### config.mk
export PLATFORM = sky130hd
export DESIGN_NAME = nes_pad_reader
export DESIGN_NICKNAME = d
export VERILOG_FILES = /design/src/rtl/nes_pad_reader.sv
export SDC_FILE = /design/constraint.sdc
export NUM_CORES = 1
export LEC_CHECK = 0
export CAP_MARGIN = 25
export CORE_MARGIN = 3
export CORE_UTILIZATION = 55
export CTS_CLUSTER_DIAMETER = 60
export DETAILED_ROUTE_END_ITERATION = 6
export PLACE_DENSITY = 0.83
export SYNTH_ARGS = -nofsm -noshare
export SYNTH_HDL_FRONTEND = slang
export SYNTH_SLANG_ARGS = --single-unit
### constraint.sdc
create_clock -name clk -period 5.4 [get_ports clk]
set_input_delay 1.62 -clock clk [delete_from_list [all_inputs] [get_ports clk]]
set_output_delay 1.62 -clock clk [all_outputs]
set_load 0.02 [all_outputs]
### src/rtl/nes_pad_reader.sv
// Host-side NES controller (CD4021) poller: periodically latches the pad, clocks out
// 8 button bits plus a presence bit, and publishes an active-high button byte.
module nes_pad_reader #(
   parameter int unsigned HALF_CYCLES   = 300,
   parameter int unsigned LATCH_CYCLES  = 600,
   parameter int unsigned POLL_INTERVAL = 833333
) (
   input  logic       clk,
   input  logic       reset,
   input  logic       enable,
   input  logic       pad_data,
   output logic       pad_latch,
   output logic       pad_clk,
   output logic [7:0] buttons,
   output logic       pad_present,
   output logic       valid,
   output logic       busy
);

   localparam int unsigned TMR_MAX = (LATCH_CYCLES > HALF_CYCLES) ? LATCH_CYCLES : HALF_CYCLES;
   localparam int unsigned TMR_W   = $clog2(TMR_MAX + 1);
   localparam int unsigned CNT_W   = $clog2(POLL_INTERVAL + 1);

   localparam logic [TMR_W-1:0] LATCH_LAST = TMR_W'(LATCH_CYCLES - 1);
   localparam logic [TMR_W-1:0] HALF_LAST  = TMR_W'(HALF_CYCLES - 1);
   localparam logic [CNT_W-1:0] POLL_LAST  = CNT_W'(POLL_INTERVAL - 1);

   typedef enum logic [2:0] {
      StIdle,
      StLatch,
      StSettle,
      StClkHi,
      StClkLo,
      StDone
   } state_e;

   state_e           state_q, state_d;
   logic [CNT_W-1:0] poll_cnt_q, poll_cnt_d;
   logic [TMR_W-1:0] timer_q, timer_d;
   logic [3:0]       bit_idx_q, bit_idx_d;
   logic [8:0]       shift_q, shift_d;
   logic [1:0]       sync_q;
   logic             sync;
   logic             half_done;
   logic [7:0]       buttons_d;
   logic             pad_present_d;

   assign sync      = sync_q[1];
   assign half_done = (timer_q == HALF_LAST);

   always_comb begin
      state_d       = state_q;
      timer_d       = timer_q + TMR_W'(1);
      bit_idx_d     = bit_idx_q;
      shift_d       = shift_q;
      buttons_d     = buttons;
      pad_present_d = pad_present;

      if (!enable) begin
         poll_cnt_d = '0;
      end else if (poll_cnt_q == POLL_LAST) begin
         poll_cnt_d = '0;
      end else begin
         poll_cnt_d = poll_cnt_q + CNT_W'(1);
      end

      unique case (state_q)
         StIdle: begin
            timer_d = '0;
            if (enable && (poll_cnt_q == POLL_LAST)) begin
               state_d = StLatch;
            end
         end
         StLatch: begin
            if (timer_q == LATCH_LAST) begin
               state_d = StSettle;
               timer_d = '0;
            end
         end
         StSettle: begin
            // First sample (A) is already on the pad output once the latch drops.
            if (half_done) begin
               shift_d   = {~sync, shift_q[8:1]};
               bit_idx_d = '0;
               state_d   = StClkHi;
               timer_d   = '0;
            end
         end
         StClkHi: begin
            if (half_done) begin
               state_d = StClkLo;
               timer_d = '0;
            end
         end
         StClkLo: begin
            if (half_done) begin
               shift_d   = {~sync, shift_q[8:1]};
               bit_idx_d = (bit_idx_q == 4'd8) ? 4'd8 : bit_idx_q + 4'd1;
               timer_d   = '0;
               state_d   = (bit_idx_q == 4'd7) ? StDone : StClkHi;
            end
         end
         StDone: begin
            state_d = StIdle;
            timer_d = '0;
         end
         default: begin
            state_d = StIdle;
            timer_d = '0;
         end
      endcase

      // Publish together with valid; 9th sample stored inverted, so 1 means raw low.
      if (state_d == StDone) begin
         buttons_d     = shift_d[7:0];
         pad_present_d = shift_d[8];
      end
   end

   always_ff @(posedge clk) begin
      if (reset) begin
         state_q     <= StIdle;
         poll_cnt_q  <= '0;
         timer_q     <= '0;
         bit_idx_q   <= '0;
         shift_q     <= '0;
         sync_q      <= 2'b11;
         pad_latch   <= 1'b0;
         pad_clk     <= 1'b0;
         buttons     <= 8'h00;
         pad_present <= 1'b0;
         valid       <= 1'b0;
         busy        <= 1'b0;
      end else begin
         state_q     <= state_d;
         poll_cnt_q  <= poll_cnt_d;
         timer_q     <= timer_d;
         bit_idx_q   <= bit_idx_d;
         shift_q     <= shift_d;
         sync_q      <= {sync_q[0], pad_data};
         pad_latch   <= (state_d == StLatch);
         pad_clk     <= (state_d == StClkHi);
         buttons     <= buttons_d;
         pad_present <= pad_present_d;
         valid       <= (state_d == StDone);
         busy        <= (state_d != StIdle);
      end
   end

endmodule
## Yosys cells after proc, flatten, opt, wreduce, memory -nomap -nowiden

Cells that the tools add are included.

| operators by class | value |
|---|---|
| add/subtract/negate cells | 3 |
| eq/ne operators | 14 |
| multiplexer cells | 16 |
| bitwise gates (word level) | 2 |
| reduce and logical (&&, ||, !) cells | 8 |

Operators with widths:

| kind | number |
|---|---|
| $add 20x1->20 const B | 1 |
| $eq 20x20->1 const B | 1 |
| $mux 10 | 2 |
| $pmux 10 s2 | 1 |
| $mux 3 | 6 |
| $mux 9 | 2 |
| $pmux 3 s5 | 1 |
| $mux 4 | 3 |
| $add 10x1->10 const B | 1 |
| $eq 10x10->1 const B | 1 |
| $eq 10x9->1 const B | 1 |
| $eq 3x2->1 const B | 3 |
| $pmux 4 s2 | 1 |
| $eq 3x1->1 const B | 2 |
| $eq 3x3->1 const B | 2 |
| $reduce_or 3->1 | 2 |
| $add 4x1->4 const B | 1 |
| $eq 4x3->1 const B | 1 |
| $eq 4x4->1 const B | 1 |
| $ne 2x2->1 const B | 2 |
| $logic_not 3->1 | 1 |
| $reduce_and 3->1 | 1 |
| $reduce_bool 3->1 | 1 |
| $not 1->1 | 2 |
| other kinds (3) | 3 |

| storage, ports and cells | value |
|---|---|
| register bits | 61 |
| word-level logic and storage cells | 55 |

## Depth between registers and ports, before layout

Gate-level depths: netlist of run 1.

| logic depth | value |
|---|---|
| word-level depth | 5 |
| depth in mapped cells | 8 |
| gate-level depth less buffers | 7 |

## Worst setup path after synthesis of run 1

Ideal clock, no wire load.

| timing path | value |
|---|---|
| kind | input port to flip-flop |
| start point | input port enable |
| end point | register buttons[0] |
| library setup time | 127 ps |
| data arrival time | 2412 ps |
| data required time | 5273 ps |
| path slack | 2862 ps |
| stages | 4 |
| path buffers | 0 |
| cells stage by stage | nor4b_1 > a31o_2 > o21ai_4 > o21ai_2 |

| on the way | value |
|---|---|
| cells in the longest elaborated chain, start to end | 4 |

Ends and longest elaborated chain:

| element | RTL line | source |
|---|---|---|
| start, declared | 10 | `input logic enable,` |
| $logic_and 1x1->1 | 70 | `if (enable && (poll_cnt_q == POLL_LAST)) begin` |
| $mux 3 | 70 |  |
| $pmux 3 s5 | 67 | `unique case (state_q)` |
| $eq 3x3->1 | 114 | `if (state_d == StDone) begin` |
| end signal, assigned | 143 | `buttons <= buttons_d;` |
| end, declared | 14 | `output logic [7:0] buttons,` |

Every way passes these cells.
A chain may end at the register's enable or synchronous reset.

## Worst setup path in the final report of run 1

| timing path | value |
|---|---|
| start point | input port reset |
| end point | register poll_cnt_q[19] |

| on the way | value |
|---|---|
| cells in the longest elaborated chain, start to end | 1 |

Ends and longest elaborated chain:

| element | RTL line | source |
|---|---|---|
| start, declared | 9 | `input logic reset,` |
| $reduce_or 3->1 (no source line) | -- |  |
| end signal, assigned | 136 | `poll_cnt_q <= poll_cnt_d;` |
| end, declared | 38 | `logic [CNT_W-1:0] poll_cnt_q, poll_cnt_d;` |

Every way passes these cells.

==> reports/metrics.cfg, run 1 <==
[outcome]
outcome=finished, final reports clean

[timing]
hold_viol=0
period_share=0.630
skew_ps=9.44
worst_slew_pin_slew_ps=740
tns_ps=0
fmax_mhz=294
drv_slew=0
relSlewSlack=0.505
setup-violations-final=0
min_period_ps=3400
rsz0062_at_grt=no

[placed_design]
gp_congestion=0.880
dp_hpwl_um=3440
port_buffers=16

[setup_path]
required_ps=5600
crit_arrival_ps=3600
critPathKind=primary input to flip-flop
critPathTopFamily=buffers and inverters
worstPathMaxFanout=21
r2r_cells=5
cp_cell_sequence=clkdlybuf4s50_1 > inv_1 > nand3_1 > nor2_1
start_kind=primary input
cpMaxStageDelayCell=clkdlybuf4s50_1
endpoint_kind=flip-flop
critPathMaxStageDelay_ps=930
crit_buf_inv=2
cp_num_cells=4

[global_route]
grt_overflow=0
grt.total_usage=0.183
grt_pass1_vias=1963
grt_pass1_wl_um=8820
grt_max_degree=22
antenna_found_initial=0

[drt]
antenna_left=0
wirelength_um=5020
drc=0
vias_per_cell=5.38
vias=2118
drtIter0Drc=125
wl_per_cell_um=12.7
dr.pass1.iters=4

[synthesis]
avgSynthCellArea_um2=9.22
syn-instance-count=305
synth-xor-area-share=0.0841
ys_ff_latch=61
ys.flop_type=dfxtp_1
ys_types=59
synth_simple_gate_area_share=0.281
synth_top_area_frac=0.434
postSynth.asyncResetShare=0
syn_area_um2=2810
synth_area_leaders=dfxtp_1 (43%), nor2_1 (6.8%), xnor2_1 (5.0%)
synth_compound_area_frac=0.102
yosys_warnings=0
ys_seq_area_frac=0.434
synth_top_area_cell=dfxtp_1
synth_top_family_by_area=simple AND/OR/NAND/NOR gates
synth_fa_ha_area_frac=0.0223
synth_edf_count=0
syn_nets=314
synth.area.mux_share=0.0285

[clocking]
cts_setup_buffers=0
cts_resized=0
clock_sinks=61
tritoncts=done
htree_levels=3
holdBufCountCts=0
clockRootBuffer=clkbuf_8
numCtsBuffers=9
clk_path_buf_depth=2
clock_latency_ps=340
path_clk_slew_ps=70

[pwr]
p_per_area_nw_per_um2=283
p_leak_nw=1.13
total_power_uw=909
ir_drop_v=0.000130

[floorplanning]
ios=17
core.rowCount=25
core_um2=4820
die_y_um=77.5
die_w_um=77.5
die_area_um2=6010
initial_core_util=0.584

[hold_path]
min_path_cells=1
hp-class=flip-flop to flip-flop

[layout]
fillCellCount=410
areaGrowthSynthToFinish_pct=14.3
antennaDiodeCount=0
multi_input_area_um2=1460
drive_gt1_frac=0.141
seq_area_um2=1220
nets=331

[job]
drv_cap=0

## worst paths after layout
check	from	endpoint	slack [ps]
worst min-delay path	sync_q[0]	sync_q[1]	420
worst max-delay path	reset	poll_cnt_q[19]	2000
worst max register to register	state_q[2]	buttons[4]	3180
worst min register to register	sync_q[0]	sync_q[1]	420
## logic make-up (layout without fill, tap and decap cells)
family / count (synthesis) / count (layout)
buffers and inverters: 26 / 48
multiplexers: 8 / 8
adder cells (fa/ha/maj): 5 / 5
AO/OA/AOI/OAI: 35 / 35
AND/OR/NAND/NOR: 143 / 143
flip-flops: 61 / 61
XOR/XNOR: 27 / 27
## sequential cells by signal, indices dropped and copies added, names as in the netlist
signal / cells
sync_q: 2
pad_present: 1
poll_cnt_q: 20
timer_q: 10
buttons: 8
busy: 1
state_q: 3
pad_latch: 1
valid: 1
pad_clk: 1
shift_q: 9
bit_idx_q: 4
## per-layer routing
metal	vias to the layer above	wire length (µm)	global-route usage
met2	38	2350	0.286
met1	987	2360	0.227
li1	1083	-	-
met3	10	204	0.0615
met4	0	109	0.0836
met5	-	0	0
## synthesized netlist by cell type, types with 2 or more instances
| library cell | count |
|---|---|
| buf_2 | 3 |
| nor2_1 | 51 |
| mux2i_1 | 8 |
| xor2_1 | 11 |
| inv_1 | 14 |
| nor4b_1 | 2 |
| nor3_4 | 2 |
| nand4b_1 | 2 |
| nand4_1 | 4 |
| ha_1 | 5 |
| xnor2_1 | 16 |
| or2_2 | 6 |
| nor3_1 | 4 |
| a21oi_1 | 9 |
| clkbuf_1 | 4 |
| o21ai_0 | 3 |
| nand2_1 | 27 |
| nor3b_1 | 3 |
| nor4_1 | 4 |
| dfxtp_1 | 61 |
| o21ai_2 | 8 |
| and3_1 | 3 |
| and2_1 | 3 |
| nand3_1 | 13 |
| nand3b_1 | 2 |
| or4bb_1 | 2 |
| or4b_1 | 2 |
| clkbuf_8 | 2 |
## through the flow
step                      std cells  hold slack, ps  cell area (µm²)   util  worst slack, ps
after floorplan                 305             389             2810      -             2860
after global placement          378             401             2990  0.621             1700
after detailed placement        378             414             2990  0.621             1640
after CTS                       394             432             3210  0.667             2000
after global routing            394             464             3210  0.667             1770
final                           394             424             3210  0.667             2000
## worst register-to-register path: cells and delay by family, from the launching register on
family,cells,cell delay [ps]
AND/OR/NAND/NOR,3,1170
AO/OA/AOI/OAI,2,400
flip-flops,1,550
## cell type report
cell class,instances,share of cell area
multi-input combinational,218,0.455
sequential,61,0.380
timing repair buffer,17,0.0522
clock buffer,9,0.0385
clock inverter,7,0.0308
tap,67,0.0261
inverter,15,0.0175
## placed cells by master, fill, tap and decap left out, types with 9 or more instances in the layout
master           instances
nand3_1                 13
nor2_1                  51
xnor2_1                 16
a21oi_1                  9
clkdlybuf4s50_1         16
xor2_1                  11
dfxtp_1                 61
clkbuf_8                 9
nand2_1                 27
inv_1                   14
## power breakdown
part,internal [mW],switching (mW),total [mW]
registers,0.451,0.00104,0.452
logic,0.00374,0.00776,0.0115
clock network,0.262,0.183,0.445
Power figures use the tool's default switching activity.
==> run 2, diff against run 1 <==
CORE_UTILIZATION = 53   (was 55)
clock period = 3 ns   (was 5.4 ns; I/O delays follow)
==> reports/metrics.cfg, run 2 (synthesis gave the netlist of run 1 again) <==
[timing]
fmax_mhz=456
tns_ps=0
relSlewSlack=0.613
drv_slew=0
worst_slew_pin_slew_ps=581
rsz0062_at_grt=no
min_period_ps=2190
skew_ps=8.03
hold_viol=0
worst_slack_ps=809
setup-violations-final=0
timing.hold.ws_ps=411
period_share=0.730

[setup_path]
critPathMaxStageDelay_ps=610
r2r_end=buttons[5]
r2r_cells=5
critPathTopFamily=buffers and inverters
ff2ff_setup_slack_ps=840
critPathKind=flip-flop to output port
worstPathMaxFanout=2
required_ps=2100
r2r_start=state_q[2]
crit_arrival_ps=1290
crit_buf_inv=1
endpoint_kind=output port
start_kind=flip-flop
cp_cell_sequence=clkdlybuf4s50_1
cpMaxStageDelayCell=clkdlybuf4s50_1

[layout]
design_area_um2=3220
nets=333
final_common_cell=dfxtp_1
fin_util=0.656
largest_register=poll_cnt_q
reg_top3=poll_cnt_q x20, timer_q x10, shift_q x9
drive_gt1_frac=0.140
fillCellCount=435
antennaDiodeCount=0
mostFrequentLayoutCells=dfxtp_1 (61), nor2_1 (51), nand2_1 (27)
largest_reg_flops=20
areaGrowthSynthToFinish_pct=14.6

[drt]
drc=0
wl_per_cell_um=13.3
vias=2138
dr.pass1.iters=4
wirelength_um=5240
vias_per_cell=5.41
antenna_left=0
drtIter0Drc=120

[clocking]
clockRootBuffer=clkbuf_8
clock_latency_ps=340
numCtsBuffers=9
htree_levels=3
holdBufCountCts=0
tritoncts=done
cts_resized=0
clk_path_buf_depth=2
path_clk_slew_ps=70
cts_setup_buffers=0
clock_sinks=61

[global_route]
use_met2=0.294
grt_pass1_wl_um=9260
grt.total_usage=0.191
use_met3=0.0828
busiest_layer=met2
grt_pass1_vias=2049
antenna_found_initial=0
grt_max_degree=21
grt_overflow=0
met1_usage=0.237

[pwr]
p_per_area_nw_per_um2=506
p_leak_nw=1.14
ir_drop_v=0.000446

[floorplanning]
core.rowCount=25
die_area_um2=6210
die_w_um=78.8
initial_core_util=0.572
core_um2=4910
die_y_um=78.8
ios=17

[hold_path]
hold_start=sync_q[0]
hold_end=sync_q[1]
hp-class=flip-flop to flip-flop
min_path_cells=1

[placed_design]
placed_cell_area_um2=3010
gp_congestion=0.813
dp_hpwl_um=3730
port_buffers=16
dp_slack_ps=597

[outcome]
outcome=finished, final reports clean

[job]
drv_cap=0

## run 2: layout make-up
cell class	count	area [µm²]	share of cell area
clock buffers	11	141	0.0439
clock inverters	4	72.6	0.0225
inverters	15	56.3	0.0175
well taps	67	83.8	0.0260
multi-input cells	218	1460	0.454
repair buffers	19	183	0.0567
flip-flops and latches	61	1220	0.379
## run 2: per-stage QoR
stage,power [mW],cells
2_1_floorplan,0.846,305
3_3_place_gp,0.854,380
3_5_place_dp,0.855,380
4_1_cts,1.64,395
5_1_grt,1.68,395
6_report,1.63,395
## run 2: worst max-delay path by stage
| stage | from | slack [ps] | end | cells after the start |
|---|---|---|---|---|
| 5_1_grt | timer_q[0] | 630 | timer_q[3] | 6 |
| 4_1_cts | buttons[5] | 790 | buttons[5] | 1 |
| 2_1_floorplan | bit_idx_q[0] | 1020 | buttons[0] | 7 |
| 3_5_place_dp | enable | 600 | buttons[5] | 5 |
| 3_3_place_gp | enable | 630 | buttons[5] | 5 |
| 6_report | buttons[5] | 810 | buttons[5] | 1 |
## run 2: per-layer routing
| layer | vias to the layer above | wire length [µm] |
|---|---|---|
| met5 | - | 0 |
| met4 | 0 | 44 |
| met3 | 6 | 188 |
| met2 | 37 | 2440 |
| met1 | 1007 | 2560 |
| li1 | 1088 | - |
## run 2: power breakdown
group | internal, mW | switching [mW] | leakage, nW
sequential | 0.812 | 0.00174 | 0.492
combinational | 0.00843 | 0.0140 | 0.539
clock | 0.484 | 0.307 | 0.105
total | 1.31 | 0.323 | 1.14
